[config.mk]
export PLATFORM = sky130hd
export DESIGN_NAME = acc_dcache_arbiter
export DESIGN_NICKNAME = d
export VERILOG_FILES = /design/src/rtl/acc_dcache_arbiter.sv
export SDC_FILE = /design/constraint.sdc
export NUM_CORES = 1
export LEC_CHECK = 0
export ABC_AREA = 0
export CAP_MARGIN = 20
export CORE_AREA = 3 3 250 252
export DETAILED_ROUTE_END_ITERATION = 12
export DIE_AREA = 0 0 253 255
export HOLD_SLACK_MARGIN = 0.15
export RECOVER_POWER = 25
export SYNTH_ARGS = -nofsm -noshare
export SYNTH_HDL_FRONTEND = slang
export SYNTH_SLANG_ARGS = --single-unit
[constraint.sdc]
create_clock -name clk_i -period 3.61 [get_ports clk_i]
set_clock_uncertainty 0.15 [all_clocks]
set_input_delay 0.5415 -clock clk_i [delete_from_list [all_inputs] [get_ports clk_i]]
set_output_delay 0.5415 -clock clk_i [all_outputs]
set_load 0.02 [all_outputs]
[src/rtl/acc_dcache_arbiter.sv]
// acc_dcache_arbiter: shares one data-cache request port between NrPorts
// requesters (port 0 = CVA6 LSU, port 1 = vector unit). Round-robin grant,
// grant held until handshake, in-order tag FIFO routes responses back,
// outstanding limit and a flush/drain handshake for fences.
// Optional performance counters are enabled with `define ACC_DCACHE_ARB_PERF_EN.
module acc_dcache_arbiter #(
    parameter int unsigned NrPorts        = 2,
    parameter int unsigned AddrWidth      = 64,
    parameter int unsigned DataWidth      = 64,
    parameter int unsigned MaxOutstanding = 7
) (
    input  logic                              clk_i,
    input  logic                              rst_ni,
    input  logic [NrPorts-1:0]                req_valid_i,
    output logic [NrPorts-1:0]                req_ready_o,
    input  logic [NrPorts*AddrWidth-1:0]      req_addr_i,
    input  logic [NrPorts-1:0]                req_we_i,
    input  logic [NrPorts*DataWidth/8-1:0]    req_be_i,
    input  logic [NrPorts*DataWidth-1:0]      req_wdata_i,
    output logic [NrPorts-1:0]                rsp_valid_o,
    output logic [DataWidth-1:0]              rsp_rdata_o,
    output logic                              mem_req_valid_o,
    input  logic                              mem_req_ready_i,
    output logic [AddrWidth-1:0]              mem_addr_o,
    output logic                              mem_we_o,
    output logic [DataWidth/8-1:0]            mem_be_o,
    output logic [DataWidth-1:0]              mem_wdata_o,
    input  logic                              mem_rsp_valid_i,
    input  logic [DataWidth-1:0]              mem_rsp_rdata_i,
    input  logic                              flush_i,
    output logic                              flush_ack_o,
    output logic                              unexpected_rsp_o,
    output logic [3:0]                        outstanding_o,
    output logic [NrPorts*32-1:0]             perf_grant_cnt_o,
    output logic [31:0]                       perf_stall_cnt_o
);

    localparam int unsigned BeWidth = DataWidth / 8;
    localparam int unsigned TagW    = (NrPorts > 1) ? $clog2(NrPorts) : 1;
    localparam int unsigned PtrW    = (MaxOutstanding > 1) ? $clog2(MaxOutstanding) : 1;

    typedef enum logic [1:0] {ARB, LOCKED, DRAIN} state_e;

    state_e          state_q;
    logic [TagW-1:0] rr_ptr_q;
    logic [TagW-1:0] lock_g_q;
    logic            flush_pend_q;
    logic            init_q;
    logic [3:0]      count_q;
    logic [PtrW-1:0] wr_ptr_q;
    logic [PtrW-1:0] rd_ptr_q;
    logic [TagW-1:0] tag_mem_q [MaxOutstanding];

    logic            active;
    logic            any_valid;
    logic            found;
    logic [TagW-1:0] grant_g;
    logic [TagW-1:0] sel_g;
    logic [TagW-1:0] rr_next;
    logic [TagW-1:0] head_tag;
    logic            mem_valid;
    logic            hs;
    logic            push;
    logic            pop;

    logic [AddrWidth-1:0] addr_arr  [NrPorts];
    logic [BeWidth-1:0]   be_arr    [NrPorts];
    logic [DataWidth-1:0] wdata_arr [NrPorts];

    // Outputs stay quiet while reset is held and for the first cycle after it.
    assign active    = rst_ni & init_q;
    assign any_valid = |req_valid_i;

    // Round-robin search: first valid requester starting at rr_ptr, wrapping.
    always_comb begin
        grant_g = rr_ptr_q;
        found   = 1'b0;
        for (int i = 0; i < int'(NrPorts); i++) begin
            if (!found && req_valid_i[(int'(rr_ptr_q) + i) % int'(NrPorts)]) begin
                grant_g = TagW'((int'(rr_ptr_q) + i) % int'(NrPorts));
                found   = 1'b1;
            end
        end
    end

    // Request valid: ARB offers only below the limit (registered count, so a pop
    // never frees a slot in the same cycle); a flush pulse in ARB blocks the grant.
    always_comb begin
        mem_valid = 1'b0;
        case (state_q)
            ARB:     mem_valid = active && any_valid && !flush_i &&
                                 (count_q < 4'(MaxOutstanding));
            LOCKED:  mem_valid = active;
            default: mem_valid = 1'b0;
        endcase
    end

    assign sel_g    = (state_q == LOCKED) ? lock_g_q : grant_g;
    assign hs       = mem_valid & mem_req_ready_i;
    assign push     = hs;
    assign pop      = active & mem_rsp_valid_i & (count_q != 4'd0);
    assign head_tag = tag_mem_q[rd_ptr_q];
    assign rr_next  = (sel_g == TagW'(NrPorts - 1)) ? '0 : sel_g + 1'b1;

    genvar gi;
    generate
        for (gi = 0; gi < int'(NrPorts); gi++) begin : g_port
            assign addr_arr[gi]    = req_addr_i[gi*AddrWidth +: AddrWidth];
            assign be_arr[gi]      = req_be_i[gi*BeWidth +: BeWidth];
            assign wdata_arr[gi]   = req_wdata_i[gi*DataWidth +: DataWidth];
            assign req_ready_o[gi] = hs && (sel_g == TagW'(gi));
            assign rsp_valid_o[gi] = pop && (head_tag == TagW'(gi));
        end
    endgenerate

    assign mem_req_valid_o  = mem_valid;
    assign mem_addr_o       = mem_valid ? addr_arr[sel_g]  : '0;
    assign mem_we_o         = mem_valid & req_we_i[sel_g];
    assign mem_be_o         = mem_valid ? be_arr[sel_g]    : '0;
    assign mem_wdata_o      = mem_valid ? wdata_arr[sel_g] : '0;
    assign rsp_rdata_o      = pop ? mem_rsp_rdata_i : '0;
    assign unexpected_rsp_o = active & mem_rsp_valid_i & (count_q == 4'd0);
    assign flush_ack_o      = active && (state_q == DRAIN) && (count_q == 4'd0);
    assign outstanding_o    = active ? count_q : 4'd0;

    // Arbitration FSM: grant lock while the downstream stalls, flush drain.
    always_ff @(posedge clk_i) begin
        if (!rst_ni) begin
            state_q      <= ARB;
            rr_ptr_q     <= '0;
            lock_g_q     <= '0;
            flush_pend_q <= 1'b0;
            init_q       <= 1'b0;
        end else begin
            init_q <= 1'b1;
            if (hs) begin
                rr_ptr_q <= rr_next;
            end
            case (state_q)
                ARB: begin
                    if (active && flush_i) begin
                        state_q <= DRAIN;
                    end else if (mem_valid && !mem_req_ready_i) begin
                        lock_g_q <= grant_g;
                        state_q  <= LOCKED;
                    end
                end
                LOCKED: begin
                    if (hs) begin
                        state_q      <= (flush_pend_q || flush_i) ? DRAIN : ARB;
                        flush_pend_q <= 1'b0;
                    end else if (flush_i) begin
                        flush_pend_q <= 1'b1;
                    end
                end
                DRAIN: begin
                    if (count_q == 4'd0) begin
                        state_q <= ARB;
                    end
                end
                default: state_q <= ARB;
            endcase
        end
    end

    // Tag FIFO pointers and occupancy; push and pop together keep the count.
    always_ff @(posedge clk_i) begin
        if (!rst_ni) begin
            wr_ptr_q <= '0;
            rd_ptr_q <= '0;
            count_q  <= 4'd0;
        end else begin
            if (push) begin
                wr_ptr_q <= (wr_ptr_q == PtrW'(MaxOutstanding - 1)) ? '0 : wr_ptr_q + 1'b1;
            end
            if (pop) begin
                rd_ptr_q <= (rd_ptr_q == PtrW'(MaxOutstanding - 1)) ? '0 : rd_ptr_q + 1'b1;
            end
            case ({push, pop})
                2'b10:   count_q <= count_q + 4'd1;
                2'b01:   count_q <= count_q - 4'd1;
                default: count_q <= count_q;
            endcase
        end
    end

    // Tag storage: which requester issued each in-flight request.
    always_ff @(posedge clk_i) begin
        if (push) begin
            tag_mem_q[wr_ptr_q] <= sel_g;
        end
    end

`ifdef ACC_DCACHE_ARB_PERF_EN
    logic [31:0] grant_cnt_q [NrPorts];
    logic [31:0] stall_cnt_q;

    generate
        for (gi = 0; gi < int'(NrPorts); gi++) begin : g_perf
            // Per-port handshake counter.
            always_ff @(posedge clk_i) begin
                if (!rst_ni) begin
                    grant_cnt_q[gi] <= 32'd0;
                end else if (hs && (sel_g == TagW'(gi))) begin
                    grant_cnt_q[gi] <= grant_cnt_q[gi] + 32'd1;
                end
            end
            assign perf_grant_cnt_o[gi*32 +: 32] = active ? grant_cnt_q[gi] : 32'd0;
        end
    endgenerate

    // Cycles where someone wants the port but nothing is accepted.
    always_ff @(posedge clk_i) begin
        if (!rst_ni) begin
            stall_cnt_q <= 32'd0;
        end else if (active && any_valid && !hs) begin
            stall_cnt_q <= stall_cnt_q + 32'd1;
        end
    end
    assign perf_stall_cnt_o = active ? stall_cnt_q : 32'd0;
`else
    assign perf_grant_cnt_o = '0;
    assign perf_stall_cnt_o = '0;
`endif

endmodule

==> summary by stage, run 1 <==
Floorplanning
The initial cell density of the core is 0.0877. The core region is slightly above 60000 µm². The chip height is around 260 µm. In this run the horizontal extent of the chip is 253 µm. The number of ports placed on the die boundary is roughly 650. The floorplan has 90 rows. The die footprint is ~65000 µm².

Clocking
The longest clock path from root to sink contains 2 buffers. The number of buffers inserted for hold repair after clock tree synthesis is 0. The clock drives 26 sinks. The CTS tree is built. The CTS root buffer is sky130_fd_sc_hd__clkbuf_16. The number of buffers created by CTS is 3. The clock latency reported for the late side of the worst-skew pair is about 0.26 ns. The number of H-tree branching levels is 1.

The clock-pin transition on the worst setup and hold timing paths is 0.07 ns.

Routing
The number of optimization iterations in the first detailed-route pass is 6. After detailed routing, the number of remaining DRC violations is 0. The aggregate routed wire length is roughly 34000 µm. After the first detailed-routing iteration, the DRC count stood at 649. Using the TritonRoute via totals, the vias-per-cell ratio works out to between 3 and 4.

The number of vias after detailed routing is 8246. After detailed routing, the average wire length per cell comes to around 16 µm. In this run the remaining antenna-violating nets after routing total 0.

Global routing
Entering global routing, the biggest net connects 80 pins. The overall overflow remaining after global route is 0. The via count of the first global-routing pass is around 8000.

The global router's overall resource usage is 0.0928. The first global-routing pass estimated around 47000 µm of wire. The initial antenna violation count is 1.

Timing
The actual transition at the worst max-transition pin is 0.597 ns. Measured against its own limit, the worst slew margin works out to 0.602. Setup repair after global routing left no endpoint under its margin. Setup total negative slack on the finished layout was measured at 0 ns.

In the finished design, the share of the clock period the worst path needs comes to 0.975. Based on the critical path, the design can be clocked at up to roughly 280 MHz. For the finished layout, the period the worst path requires is 3.52 ns.

The final hold violation count is 0. The final-report max-slew violation count was 0. Setup violations remaining at the end of the flow were counted as 0.

Place
The congestion estimate from routability-driven global placement came to approximately 0.94. The post-detailed-placement half-perimeter wirelength is roughly 27000 µm. During placement, the flow inserted port buffers numbering about 560.

Final layout
Across the whole layout, storage elements account for 591 µm². In the final layout, the multi-input gates occupy around 4000 µm². Relative to the synthesized area, the layout overhead comes to 125%. Of the cells placed in the final design, the portion with a size suffix greater than 1 is 0.0607. The repair_antennas step left the layout with diodes totalling 0. The layout filler cell count is 6796. The number of nets in the final layout is between 1500 and 2000.

Synth
Synthesis inferred 26 register bits. Of the synthesized area, sequential elements account for 0.112. The average instance in the mapped netlist occupies between 6 and 7 µm². The most common cell in the synthesized netlist is sky130_fd_sc_hd__a21oi_1. Among all flip-flop cells after synthesis, the most frequent one is sky130_fd_sc_hd__dfxtp_1.

In the synthesized netlist, the number of instances is around 820. The number of synthesized flops with an enable pin is 7. The commonest cells after synthesis are sky130_fd_sc_hd__a21oi_1 (148), sky130_fd_sc_hd__nand3_1 (141), sky130_fd_sc_hd__o211ai_1 (139). By area the synthesized netlist is led by sky130_fd_sc_hd__o211ai_1 (20%), sky130_fd_sc_hd__a21oi_1 (14%), sky130_fd_sc_hd__buf_4 (14%).

Of all flip-flops after synthesis, the portion carrying an async set or reset was 0. Of the post-synthesis cell area, the dominant cell type holds 0.197. The Yosys step of the flow raised 0 warnings. The library cell with the largest summed area after synthesis is sky130_fd_sc_hd__o211ai_1. After synthesis the cells add up to around 5300 µm².

The number of different library cells in the post-synthesis netlist is 46.

Worst setup path
The type of the setup path with the least slack is in -> out. The required time of the critical path is roughly 3 ns. The kind of end point of the critical path is a primary output. Of all nets on the critical path, the largest fanout is 5. The critical path startpoint category is a primary input. In this run the register-to-register setup slack is roughly 0.54 ns. The arrival time at the worst endpoint is 2.83 ns.

Power and ir drop
The maximum vdd ir drop is between 0.15 and 0.2 mV. The total power consumption of the routed design is around 0.0017 W. The total power density per cell area is 141 nW/µm². Cell internal power was estimated by the tool at ~0.0011 W. Of the total power, the clock network draws 0.190. The net switching power figure is 0.000601 W. The switching power as a share of total power is 0.357. The leakage component of the power is ~5.3 nW. The share of total power dissipated in combinational logic is 0.624. The share of total power dissipated in sequential elements is 0.186.

Run
The count of maximum capacitance violations is 0.

Hold path
The type of the tightest min-delay check is reg -> reg.

Status
The run finished with clean final reports.
-- path summary, 6_finish.rpt --
| kind | to | cells after the start | startpoint |
|---|---|---|---|
| worst min register to register | flush_pend_q$_SDFFE_PN0P_ | 2 | flush_pend_q$_SDFFE_PN0P_ |
| worst max register to register | count_q[3]$_SDFFE_PN0P_ | 9 | count_q[3]$_SDFFE_PN0P_ |
| worst max-delay path | req_ready_o[0] | 8 | req_valid_i[0] |
| worst min-delay path | flush_pend_q$_SDFFE_PN0P_ | 2 | flush_pend_q$_SDFFE_PN0P_ |
-- stage by stage --
step                      hold slack [ns]  worst slack, ns  std cells   util  area [µm²]
after floorplan                     0.303            0.865        913      -        5650
after detailed placement            0.364          -0.0738       2112  0.195       11800
after global placement              0.361          -0.0943       2112  0.195       11800
after CTS                           0.380          -0.0156       2116  0.197       11900
after global routing                0.412          0.00113       2116  0.197       11900
final                               0.387           0.0888       2116  0.197       11900
-- per-layer routing --
metal | up-vias | track usage | part of all wire
met5 | - | 0 | 0
met4 | 0 | 0.0285 | 0.030
met3 | 62 | 0.0167 | 0.076
met2 | 472 | 0.162 | 0.48
met1 | 3851 | 0.116 | 0.41
li1 | 3861 | - | -
-- kinds of logic (layout without fill, tap and decap cells) --
| logic type | after synthesis | after routing | synth area share |
|---|---|---|---|
| XOR/XNOR | 3 | 3 | 0.00496 |
| flip-flops | 26 | 26 | 0.112 |
| other | 1 | 96 | 0.000708 |
| AO/OA/AOI/OAI | 306 | 306 | 0.364 |
| AND/OR/NAND/NOR | 264 | 264 | 0.272 |
| multiplexers | 7 | 7 | 0.0158 |
| buffers and inverters | 208 | 629 | 0.224 |
| adder cells (fa/ha/maj) | 3 | 3 | 0.00709 |
-- worst max-delay path: stages --
cell and delay (ns):
sky130_fd_sc_hd__clkdlybuf4s50_1 0.51, sky130_fd_sc_hd__nor2_1 0.12, sky130_fd_sc_hd__o41ai_2 0.32, sky130_fd_sc_hd__buf_4 0.18, sky130_fd_sc_hd__clkbuf_4 0.13, sky130_fd_sc_hd__nand3_1 0.21
sky130_fd_sc_hd__nor2_1 0.16, sky130_fd_sc_hd__clkdlybuf4s50_1 0.65
-- power by group through the flow --
stage	Combinational [W]	Sequential, W	Clock (W)
final	0.00105	0.000313	0.000320
after floorplan	0.000500	0.000314	0
after detailed placement	0.00106	0.000319	0
after global placement	0.00105	0.000319	0
after CTS	0.00106	0.000313	0.000325
after global routing	0.00112	0.000314	0.000340
-- cell type report --
type | instances | area share
multi-input cells | 679 | 0.328
clock inverters | 1 | 0.00252
well taps | 782 | 0.0821
flip-flops and latches | 26 | 0.0495
inverters | 7 | 0.00220
clock buffers | 3 | 0.00630
repair buffers | 618 | 0.529
-- repair_timing --
item / 4_1_cts / 5_1_grt
setup endpoints to repair: 3 / 101
setup buffers: 0 / 0
gates resized for setup: 1 / 81
gates cloned: 0 / 0
-- cell usage in the layout, fill, tap and decap left out, types with 3 or more instances in the layout --
master	instances
sky130_fd_sc_hd__dfxtp_1	19
sky130_fd_sc_hd__and2_1	63
sky130_fd_sc_hd__xor2_1	3
sky130_fd_sc_hd__clkbuf_16	3
sky130_fd_sc_hd__nor2_1	11
sky130_fd_sc_hd__conb_1	96
sky130_fd_sc_hd__clkdlybuf4s50_1	455
sky130_fd_sc_hd__nand3_1	141
sky130_fd_sc_hd__o211ai_1	139
sky130_fd_sc_hd__edfxtp_1	7
sky130_fd_sc_hd__ha_1	3
sky130_fd_sc_hd__clkbuf_1	19
sky130_fd_sc_hd__nand2b_1	5
sky130_fd_sc_hd__a21oi_1	147
sky130_fd_sc_hd__nand2_1	11
sky130_fd_sc_hd__inv_1	4
sky130_fd_sc_hd__buf_4	45
sky130_fd_sc_hd__mux2i_1	5
sky130_fd_sc_hd__dlymetal6s2s_1	66
sky130_fd_sc_hd__buf_12	19
sky130_fd_sc_hd__nor3_1	4
sky130_fd_sc_hd__nor4_1	5
sky130_fd_sc_hd__and3_1	5
sky130_fd_sc_hd__dlygate4sd3_1	12
sky130_fd_sc_hd__o21ai_0	8
No activity file was read; power rests on OpenSTA's default activity.
==> run 2, diff against run 1 <==
CORE_AREA = 2 2 256 258   (was 3 3 250 252)
DIE_AREA = 0 0 258 260   (was 0 0 253 255)
==> summary by stage, run 2 (synthesis results as in run 1) <==
Timing
The final-report max-slew violation count came to 0 (unchanged). The final number of setup-violating endpoints is 0 (unchanged). The setup slack of the critical path after layout is 0.0938 ns (was 0.0888 ns). The relative slew slack is 0.593 (was 0.602). RSZ-0062 raised after global routing: no (unchanged).

The actual transition at the worst max-transition pin is 0.611 ns (was 0.597 ns). The part of the cycle the worst path needs is 0.974 (was 0.975). The final hold violation count is 0 (unchanged).

The top achievable clock speed is 284 MHz (about the same). The minimum clock period after layout is 3.52 ns (about the same).

Status
Run status: finished clean (unchanged).

Clocking
The clock latency reported for the late side of the worst-skew pair came to 0.26 ns (about the same). The number of buffers on the longest clock path came to 2 (unchanged). The number of H-tree branching levels was 1 (unchanged).

The CTS tree is built (unchanged). The CTS root buffer was sky130_fd_sc_hd__clkbuf_16 (unchanged). The number of buffers inserted for hold repair after clock tree synthesis came to 0 (unchanged).

The clock-pin transition on the worst setup and hold timing paths was 0.06 ns (was 0.07 ns). The number of buffers created by CTS came to 3 (unchanged). The clock sink count is 26 (unchanged).

Global routing
The largest net degree at the start of global routing came to 78 (was 80). The met1 capacity usage during global routing came to 0.123 (was 0.116). The via count of the first global-routing pass is 7697 (was 8043). The initial antenna violation count is 2 (was 1).

The met3 demand-to-capacity share in global routing is 0.0150 (was 0.0167). The global router's overall resource usage is 0.0914 (was 0.0928). The most utilized layer in the global route result is met2 (unchanged). The first-pass GRT wire length is 47900 µm (was 47200 µm). The met2 usage in global routing is 0.148 (was 0.162). The overall overflow remaining after global route is 0 (unchanged).

Power and ir drop
The total power density per cell area is 138 nW/µm² (was 141 nW/µm²). The net switching power figure is 0.000615 W (was 0.000601 W). The leakage component of the power is 4.12 nW (was 5.26 nW). The maximum vdd ir drop is 0.171 mV (was 0.160 mV).

The power share of the sequential group is 0.192 (was 0.186). The power share of the combinational group is 0.654 (was 0.624). The switching power as a share of total power is 0.377 (was 0.357). The relative contribution of the clock network to total power was 0.154 (was 0.190). The cell-internal power is 0.00101 W (was 0.00108 W).

Floorplanning
The die width was 258 µm (was 253 µm). The row count came to 93 (was 90). The die footprint was 67100 µm² (was 64500 µm²). The total core area is 64100 µm² (was 60400 µm²). The chip height is 260 µm (was 255 µm). The initial cell density of the core is 0.0826 (was 0.0877).

The number of ports placed on the die boundary was 653 (unchanged).

Worst setup path
The number of cells on the worst reg-to-reg path is 11 (was 9). The slack of the worst reg-to-reg path is 0.56 ns (was 0.54 ns). The source of the worst register-to-register timing path is count_q[3]$_SDFFE_PN0P_ (unchanged). The critical path startpoint category is a primary input (unchanged). The termination of the worst setup path is mem_wdata_o[7] (was req_ready_o[0]).

The critical path buffer and inverter count is 4 (unchanged). The required time of the critical path is 2.92 ns (about the same). The reg-to-reg critical path endpoint is count_q[2]$_SDFFE_PN0P_ (was count_q[3]$_SDFFE_PN0P_). The kind of end point of the critical path is a primary output (unchanged). The most numerous cell type found on the critical path is sky130_fd_sc_hd__clkdlybuf4s50_1.

The slowest library cell on the worst path is sky130_fd_sc_hd__clkdlybuf4s50_1 (unchanged). The launch point of the critical path is req_valid_i[1] (was req_valid_i[0]). The kind of cell adding the most delay to the critical path is buffers and inverters (unchanged).

The maximum single-stage delay on the critical path is 0.66 ns (was 0.65 ns). The type of the setup path with the least slack is in -> out (unchanged). The depth of the critical timing path with buffers and inverters included is 8 (unchanged).

The arrival time at the worst endpoint came to 2.82 ns (was 2.83 ns). Worst-path cell chain: clkdlybuf4s50_1 > nor2_1 > o41ai_2 > buf_4 > nand2_4 > buf_12 > a21oi_1 > clkdlybuf4s50_1 (was clkdlybuf4s50_1 > nor2_1 > o41ai_2 > buf_4 > clkbuf_4 > nand3_1 > nor2_1 > clkdlybuf4s50_1). The largest driver fanout on the critical path is 41 (was 5).

Routing
The average routed wire per standard cell is 15.8 µm (was 16.1 µm). The number of vias after detailed routing is 8116 (was 8246). The number of optimization iterations in the first detailed-route pass is 5 (was 6). The number of DRC markers after the initial detailed-route iteration is 634 (was 649).

The aggregate routed wire length is 34500 µm (was 34000 µm). The detailed-route DRC error count was 0 (unchanged). The number of routed nets with antenna violations is 0 (unchanged). The post-detailed-route via-to-cell ratio was 3.71 (was 3.90).

Place
The pre-CTS setup slack is -0.168 ns (was -0.0738 ns). The global placer's final weighted congestion is 0.810 (was 0.938). The placed instance count is 2179 (was 2112). The number of port buffers was 556 (unchanged). The post-detailed-placement half-perimeter wirelength was 27300 µm (was 27200 µm).

Final layout
Commonest cells after routing, fill and taps aside: sky130_fd_sc_hd__clkdlybuf4s50_1 (523), sky130_fd_sc_hd__a21oi_1 (145), sky130_fd_sc_hd__nand3_1 (141) (was sky130_fd_sc_hd__clkdlybuf4s50_1 (455), sky130_fd_sc_hd__a21oi_1 (147), sky130_fd_sc_hd__nand3_1 (141)). The ratio of cells with drive above 1 in the final layout is 0.0556 (was 0.0607). The post-synthesis to final-layout area growth was 123% (was 125%).

The number of nets in the final layout is 1681 (was 1683). The number of standard cells in the final layout excluding fillers is 2189 (was 2116). The most frequent standard cell in the layout excluding fill and tap cells is sky130_fd_sc_hd__clkdlybuf4s50_1 (unchanged). The layout filler cell count is 7233 (was 6796).

Run
The count of maximum capacitance violations came to 0 (unchanged).

Hold path
The type of the tightest min-delay check was reg -> reg (unchanged).
[run 2: cell types whose count changed in the layout (fill, tap and decap cells not counted), moves of 2 or more]
| cell | delta |
|---|---|
| sky130_fd_sc_hd__a21oi_1 | -2 |
| sky130_fd_sc_hd__a21oi_2 | +2 |
| sky130_fd_sc_hd__and2_0 | -2 |
| sky130_fd_sc_hd__and2_1 | +2 |
| sky130_fd_sc_hd__buf_12 | -5 |
| sky130_fd_sc_hd__buf_4 | -6 |
| sky130_fd_sc_hd__clkdlybuf4s50_1 | +68 |
| sky130_fd_sc_hd__diode_2 | +2 |
| sky130_fd_sc_hd__dlymetal6s2s_1 | -61 |
[run 2: worst min-delay path by stage]
stage | end | start | cells past startpoint
4_1_cts | flush_pend_q$_SDFFE_PN0P_ | flush_pend_q$_SDFFE_PN0P_ | 2
5_1_grt | flip-flop | rd_ptr_q[1]$_SDFFE_PN0P_ | 2
3_5_place_dp | flush_pend_q$_SDFFE_PN0P_ | flush_pend_q$_SDFFE_PN0P_ | 2
2_1_floorplan | rr_ptr_q$_SDFFE_PN0P_ | rr_ptr_q$_SDFFE_PN0P_ | 2
6_report | flush_pend_q$_SDFFE_PN0P_ | flush_pend_q$_SDFFE_PN0P_ | 2
3_3_place_gp | flush_pend_q$_SDFFE_PN0P_ | flush_pend_q$_SDFFE_PN0P_ | 2
[run 2: worst min-delay path, delay by kind of cell, from the launching register on]
kind	cells	cell delay [ns]
DFF	1	0.31
AOI/OAI and AO/OA	2	0.16
[run 2: what timing repair did]
action                                  in CTS  in global routing
pin swaps                                    1                  1
gates cloned                                 0                  1
resized for setup                            3                 22
endpoints found under the setup margin      17                 52
setup buffers                                1                  2
[run 2: per-stage QoR]
| step | hold WS (ns) | TNS, ns | area (µm²) | util | power (W) |
|---|---|---|---|---|---|
| after detailed placement | 0.367 | -0.542 | 11800 | 0.184 | 0.00137 |
| after global routing | 0.412 | 0 | 11800 | 0.184 | 0.00172 |
| after global placement | 0.357 | -0.441 | 11800 | 0.184 | 0.00137 |
| final | 0.373 | 0 | 11800 | 0.184 | 0.00163 |
| after floorplan | 0.303 | 0 | 5650 | - | 0.000814 |
| after CTS | 0.371 | 0 | 11900 | 0.185 | 0.00163 |
[run 2: layout make-up]
class	instances	area [µm²]	area share
timing repair buffer	616	6120	0.517
multi-input combinational	679	3930	0.333
tap	855	1070	0.0905
sequential	26	591	0.0500
clock buffer	4	78.8	0.00667
inverter	7	26.3	0.00222
antenna	2	5.00	0.000423
[run 2: layer usage]
| layer | up-vias | part of all wire |
|---|---|---|
| li1 | 3858 | - |
| met1 | 3734 | 0.43 |
| met2 | 472 | 0.46 |
| met3 | 52 | 0.083 |
| met4 | 0 | 0.031 |
| met5 | - | 0 |
[run 2: power groups by stage]
stage | logic [W] | registers [W] | clock network [W]
finish | 0.00107 | 0.000313 | 0.000251
global placement | 0.00105 | 0.000319 | 0
global route | 0.00114 | 0.000313 | 0.000267
detailed placement | 0.00105 | 0.000319 | 0
floorplan | 0.000500 | 0.000314 | 0
CTS | 0.00106 | 0.000312 | 0.000254
==> run 3, diff against run 2 <==
ABC_AREA = 1   (was 0)
CORE_AREA = 2 2 252 254   (was 2 2 256 258)
DIE_AREA = 0 0 254 256   (was 0 0 258 260)
clock period = 3.1 ns   (was 3.61 ns; I/O delays follow)
==> summary by stage, run 3 <==
Timing
The worst hold margin is 0.336 ns (was 0.373 ns). RSZ-0062 raised after global routing: no (unchanged). The minimum clock period after layout is between 3 and 4 ns. The final number of setup-violating endpoints was 0 (unchanged). The setup TNS after final layout came to 0 ns (unchanged). Of the available clock period, the critical path in the final layout requires 0.972.

The final hold violation count is 0 (unchanged). The setup slack of the critical path after layout is 0.0871 ns (was 0.0938 ns). The final-report max-slew violation count is 0 (unchanged). Static timing analysis puts the maximum clock frequency at between 300 and 400 MHz.

Synth
The cell with the most instances after synthesis is sky130_fd_sc_hd__nand2_1 (was sky130_fd_sc_hd__a21oi_1). The xor and xnor area share after synthesis was 0.00567 (was 0.00496). The per-instance average area after synthesis is 5.35 µm² (was 6.47 µm²). The arithmetic-cell share of the synthesized area counting full adders, half adders and majority gates came to 0.00810 (was 0.00709). The total of flip-flops plus latches after synthesis is 26 (unchanged). The share of the synthesized area in the top cell type came to 0.247 (was 0.197). The count of mapped cells out of synthesis was 867 (was 818). The synthesized-area fraction occupied by ao, oa, aoi and oai cells is 0.185 (was 0.364). The combined area of all synthesized cells came to 4640 µm² (was 5300 µm²).

The number of different library cells in the post-synthesis netlist is 32 (was 46). The combinational family with the most area after synthesis is simple AND/OR/NAND/NOR gates (was compound AO/OA/AOI/OAI gates). Most frequent cells after synthesis: sky130_fd_sc_hd__nand2_1 (305), sky130_fd_sc_hd__a21oi_1 (152), sky130_fd_sc_hd__buf_4 (109) (was sky130_fd_sc_hd__a21oi_1 (148), sky130_fd_sc_hd__nand3_1 (141), sky130_fd_sc_hd__o211ai_1 (139)). The most used flip-flop cell after synthesis is sky130_fd_sc_hd__dfxtp_1 (unchanged). The proportion of synthesized flip-flops having asynchronous set or reset was 0 (unchanged). The library cell with the largest summed area after synthesis is sky130_fd_sc_hd__nand2_1 (was sky130_fd_sc_hd__o211ai_1). The proportion of synthesized area in mux cells is 0.00216 (was 0.0158).

The sequential cell area fraction in the yosys report is 0.127 (was 0.112). The synthesized-area fraction occupied by and/or/nand/nor cells is 0.354 (was 0.272). Top cells by area, synth: sky130_fd_sc_hd__nand2_1 (25%), sky130_fd_sc_hd__buf_4 (18%), sky130_fd_sc_hd__a21oi_1 (16%) (was sky130_fd_sc_hd__o211ai_1 (20%), sky130_fd_sc_hd__a21oi_1 (14%), sky130_fd_sc_hd__buf_4 (14%)). The number of synthesized flops with an enable pin is 7 (unchanged). The total number of yosys warnings is 0 (unchanged).

Global routing
The largest net degree at the start of global routing came to 49 (was 78). The via count of the first global-routing pass is 7285 (was 7697). The global router's overall resource usage is 0.0982 (was 0.0914).

The first-pass GRT wire length is 46200 µm (was 47900 µm). The overall overflow remaining after global route is 0 (unchanged). The initial antenna violation count is 17 (was 2).

Place
The global placer's final weighted congestion is 0.835 (was 0.810). The post-detailed-placement half-perimeter wirelength is 30000 µm (was 27300 µm). The number of port buffers is 556 (unchanged).

The pre-CTS setup slack is -0.279 ns (was -0.168 ns).

Floorplanning
The number of ports placed on the die boundary is 653 (unchanged). The die width was 254 µm (was 258 µm). The chip height is 256 µm (was 260 µm). The row count is 92 (was 93). The total core area is 62400 µm² (was 64100 µm²). The die footprint is 65000 µm² (was 67100 µm²). The initial cell density of the core is 0.0743 (was 0.0826).

Worst setup path
The reg-to-reg critical path endpoint is count_q[2]$_SDFFE_PN0P_ (unchanged). The slack of the worst reg-to-reg path was 0.51 ns (was 0.56 ns). The launch point of the critical path is rst_ni (was req_valid_i[1]). The required time of the critical path is 2.48 ns (was 2.92 ns). The source of the worst register-to-register timing path is count_q[0]$_SDFFE_PN0P_ (was count_q[3]$_SDFFE_PN0P_).

The termination of the worst setup path is rsp_rdata_o[63] (was mem_wdata_o[7]). The critical path startpoint category is a primary input (unchanged). The largest driver fanout on the critical path is 48 (was 41).

The kind of end point of the critical path was a primary output (unchanged). The type of the setup path with the least slack was in -> out (unchanged). The number of cells on the worst reg-to-reg path is 12 (was 11). The arrival time at the worst endpoint is 2.40 ns (was 2.82 ns).

Final layout
The number of nets in the final layout is 1820 (was 1681). The post-synthesis to final-layout area growth is 153% (was 123%). The ratio of cells with drive above 1 in the final layout is 0.111 (was 0.0556). The most frequent standard cell in the layout excluding fill and tap cells is sky130_fd_sc_hd__clkdlybuf4s50_1 (unchanged). The utilization after layout was 0.188 (was 0.184). The layout filler cell count was 7210 (was 7233). Commonest cells after routing, fill and taps aside: sky130_fd_sc_hd__clkdlybuf4s50_1 (404), sky130_fd_sc_hd__nand2_1 (301), sky130_fd_sc_hd__a21oi_1 (134) (was sky130_fd_sc_hd__clkdlybuf4s50_1 (523), sky130_fd_sc_hd__a21oi_1 (145), sky130_fd_sc_hd__nand3_1 (141)).

Routing
The number of vias after detailed routing is 7486 (was 8116). The number of DRC markers after the initial detailed-route iteration is 257 (was 634). The post-detailed-route via-to-cell ratio is 3.22 (was 3.71). The average routed wire per standard cell came to 14.8 µm (was 15.8 µm). The aggregate routed wire length is 34500 µm (about the same). The number of optimization iterations in the first detailed-route pass came to 6 (was 5). The detailed-route DRC error count came to 0 (unchanged). The number of routed nets with antenna violations is 0 (unchanged).

Clocking
The number of buffers on the longest clock path is 2 (unchanged). The CTS root buffer is sky130_fd_sc_hd__clkbuf_16 (unchanged). The number of buffers inserted for hold repair after clock tree synthesis is 0 (unchanged).

The clock-pin transition on the worst setup and hold timing paths is 0.07 ns (was 0.06 ns). The clock sink count is 26 (unchanged). The number of H-tree branching levels is 1 (unchanged). The number of buffers created by CTS was 3 (unchanged). The clock latency reported for the late side of the worst-skew pair was 0.26 ns (about the same).

The CTS tree is built (unchanged).

Power and ir drop
The maximum vdd ir drop is 0.191 mV (was 0.171 mV). The total power density per cell area is 171 nW/µm² (was 138 nW/µm²). The leakage component of the power is 5.39 nW (was 4.12 nW).

Status
Run status: finished clean (unchanged).

Hold path
The type of the tightest min-delay check is reg -> reg (unchanged).

Run
The count of maximum capacitance violations is 0 (unchanged).
-- run 3: cell count changes in the layout (fill, tap and decap cells not counted), sizes merged, moves of 65 or more --
cell	before	now
nor2	11	89
nand2	13	308
and2	65	0
buf	54	122
o211ai	139	1
clkdlybuf4s50	523	404
nand3	141	13
dlygate4sd2	0	90
inv	5	94
-- run 3: cell families after synthesis --
group	count (synthesis)
compound gates	169
xor+xnor	3
fa+ha+maj	3
buf+inv	244
flops	26
mux	1
other cells	1
simple gates	420
-- run 3: how the worst min path moves through the flow --
stage | start | to | slack (ns) | cells past startpoint
3_3_place_gp | flush_pend_q$_SDFFE_PN0P_ | flush_pend_q$_SDFFE_PN0P_ | 0.31 | 2
6_report | flush_pend_q$_SDFFE_PN0P_ | flush_pend_q$_SDFFE_PN0P_ | 0.34 | 2
3_5_place_dp | flush_pend_q$_SDFFE_PN0P_ | flush_pend_q$_SDFFE_PN0P_ | 0.32 | 2
5_1_grt | flush_pend_q$_SDFFE_PN0P_ | flush_pend_q$_SDFFE_PN0P_ | 0.37 | 2
2_1_floorplan | flush_pend_q$_SDFFE_PN0P_ | flush_pend_q$_SDFFE_PN0P_ | 0.29 | 2
4_1_cts | flush_pend_q$_SDFFE_PN0P_ | flush_pend_q$_SDFFE_PN0P_ | 0.33 | 2
-- run 3: cell type report --
cell class,count,area [µm²],share of cell area
timing repair buffer,654,6490,0.553
antenna,8,20.0,0.00171
tap,846,1060,0.0903
clock inverter,1,30.0,0.00256
clock buffer,3,75.1,0.00640
sequential,26,591,0.0504
multi-input combinational,693,3100,0.265
inverter,94,360,0.0307
-- run 3: worst max-delay path: stages --
cell and delay (ns):
sky130_fd_sc_hd__clkdlybuf4s50_1 0.50, sky130_fd_sc_hd__nand2_2 0.10, sky130_fd_sc_hd__nor2_1 0.12, sky130_fd_sc_hd__nand2_2 0.09, sky130_fd_sc_hd__buf_12 0.19, sky130_fd_sc_hd__buf_12 0.17
sky130_fd_sc_hd__nor2_1 0.09, sky130_fd_sc_hd__clkdlybuf4s50_1 0.62
-- run 3: per-stage QoR --
stage | cell area, µm² | power, W | instances
after floorplan | 4990 | 0.000953 | 962
final | 11700 | 0.00201 | 2325
after global placement | 11500 | 0.00161 | 2304
after CTS | 11800 | 0.00204 | 2315
after global routing | 11700 | 0.00213 | 2322
after detailed placement | 11500 | 0.00162 | 2304
-- run 3: repair_timing --
item,CTS,global route
resized for setup,156,14
cloned,4,0
pin swaps,3,4
buffers inserted,3,2
endpoints found under the setup margin,127,57
-- run 3: metal layers --
| layer | routed length, µm | global-route usage | vias to the layer above | part of all wire |
|---|---|---|---|---|
| li1 | - | - | 3704 | - |
| met1 | 10500 | 0.0811 | 3277 | 0.30 |
| met2 | 18300 | 0.195 | 435 | 0.53 |
| met3 | 4010 | 0.0399 | 52 | 0.12 |
| met4 | 1590 | 0.0515 | 18 | 0.046 |
| met5 | 134 | 0 | - | 0.0039 |
-- run 3: power breakdown --
group	switching, W	total [W]	internal [W]
clock network	0.000118	0.000375	0.000257
registers	0.00000912	0.000366	0.000357
logic	0.000606	0.00127	0.000663
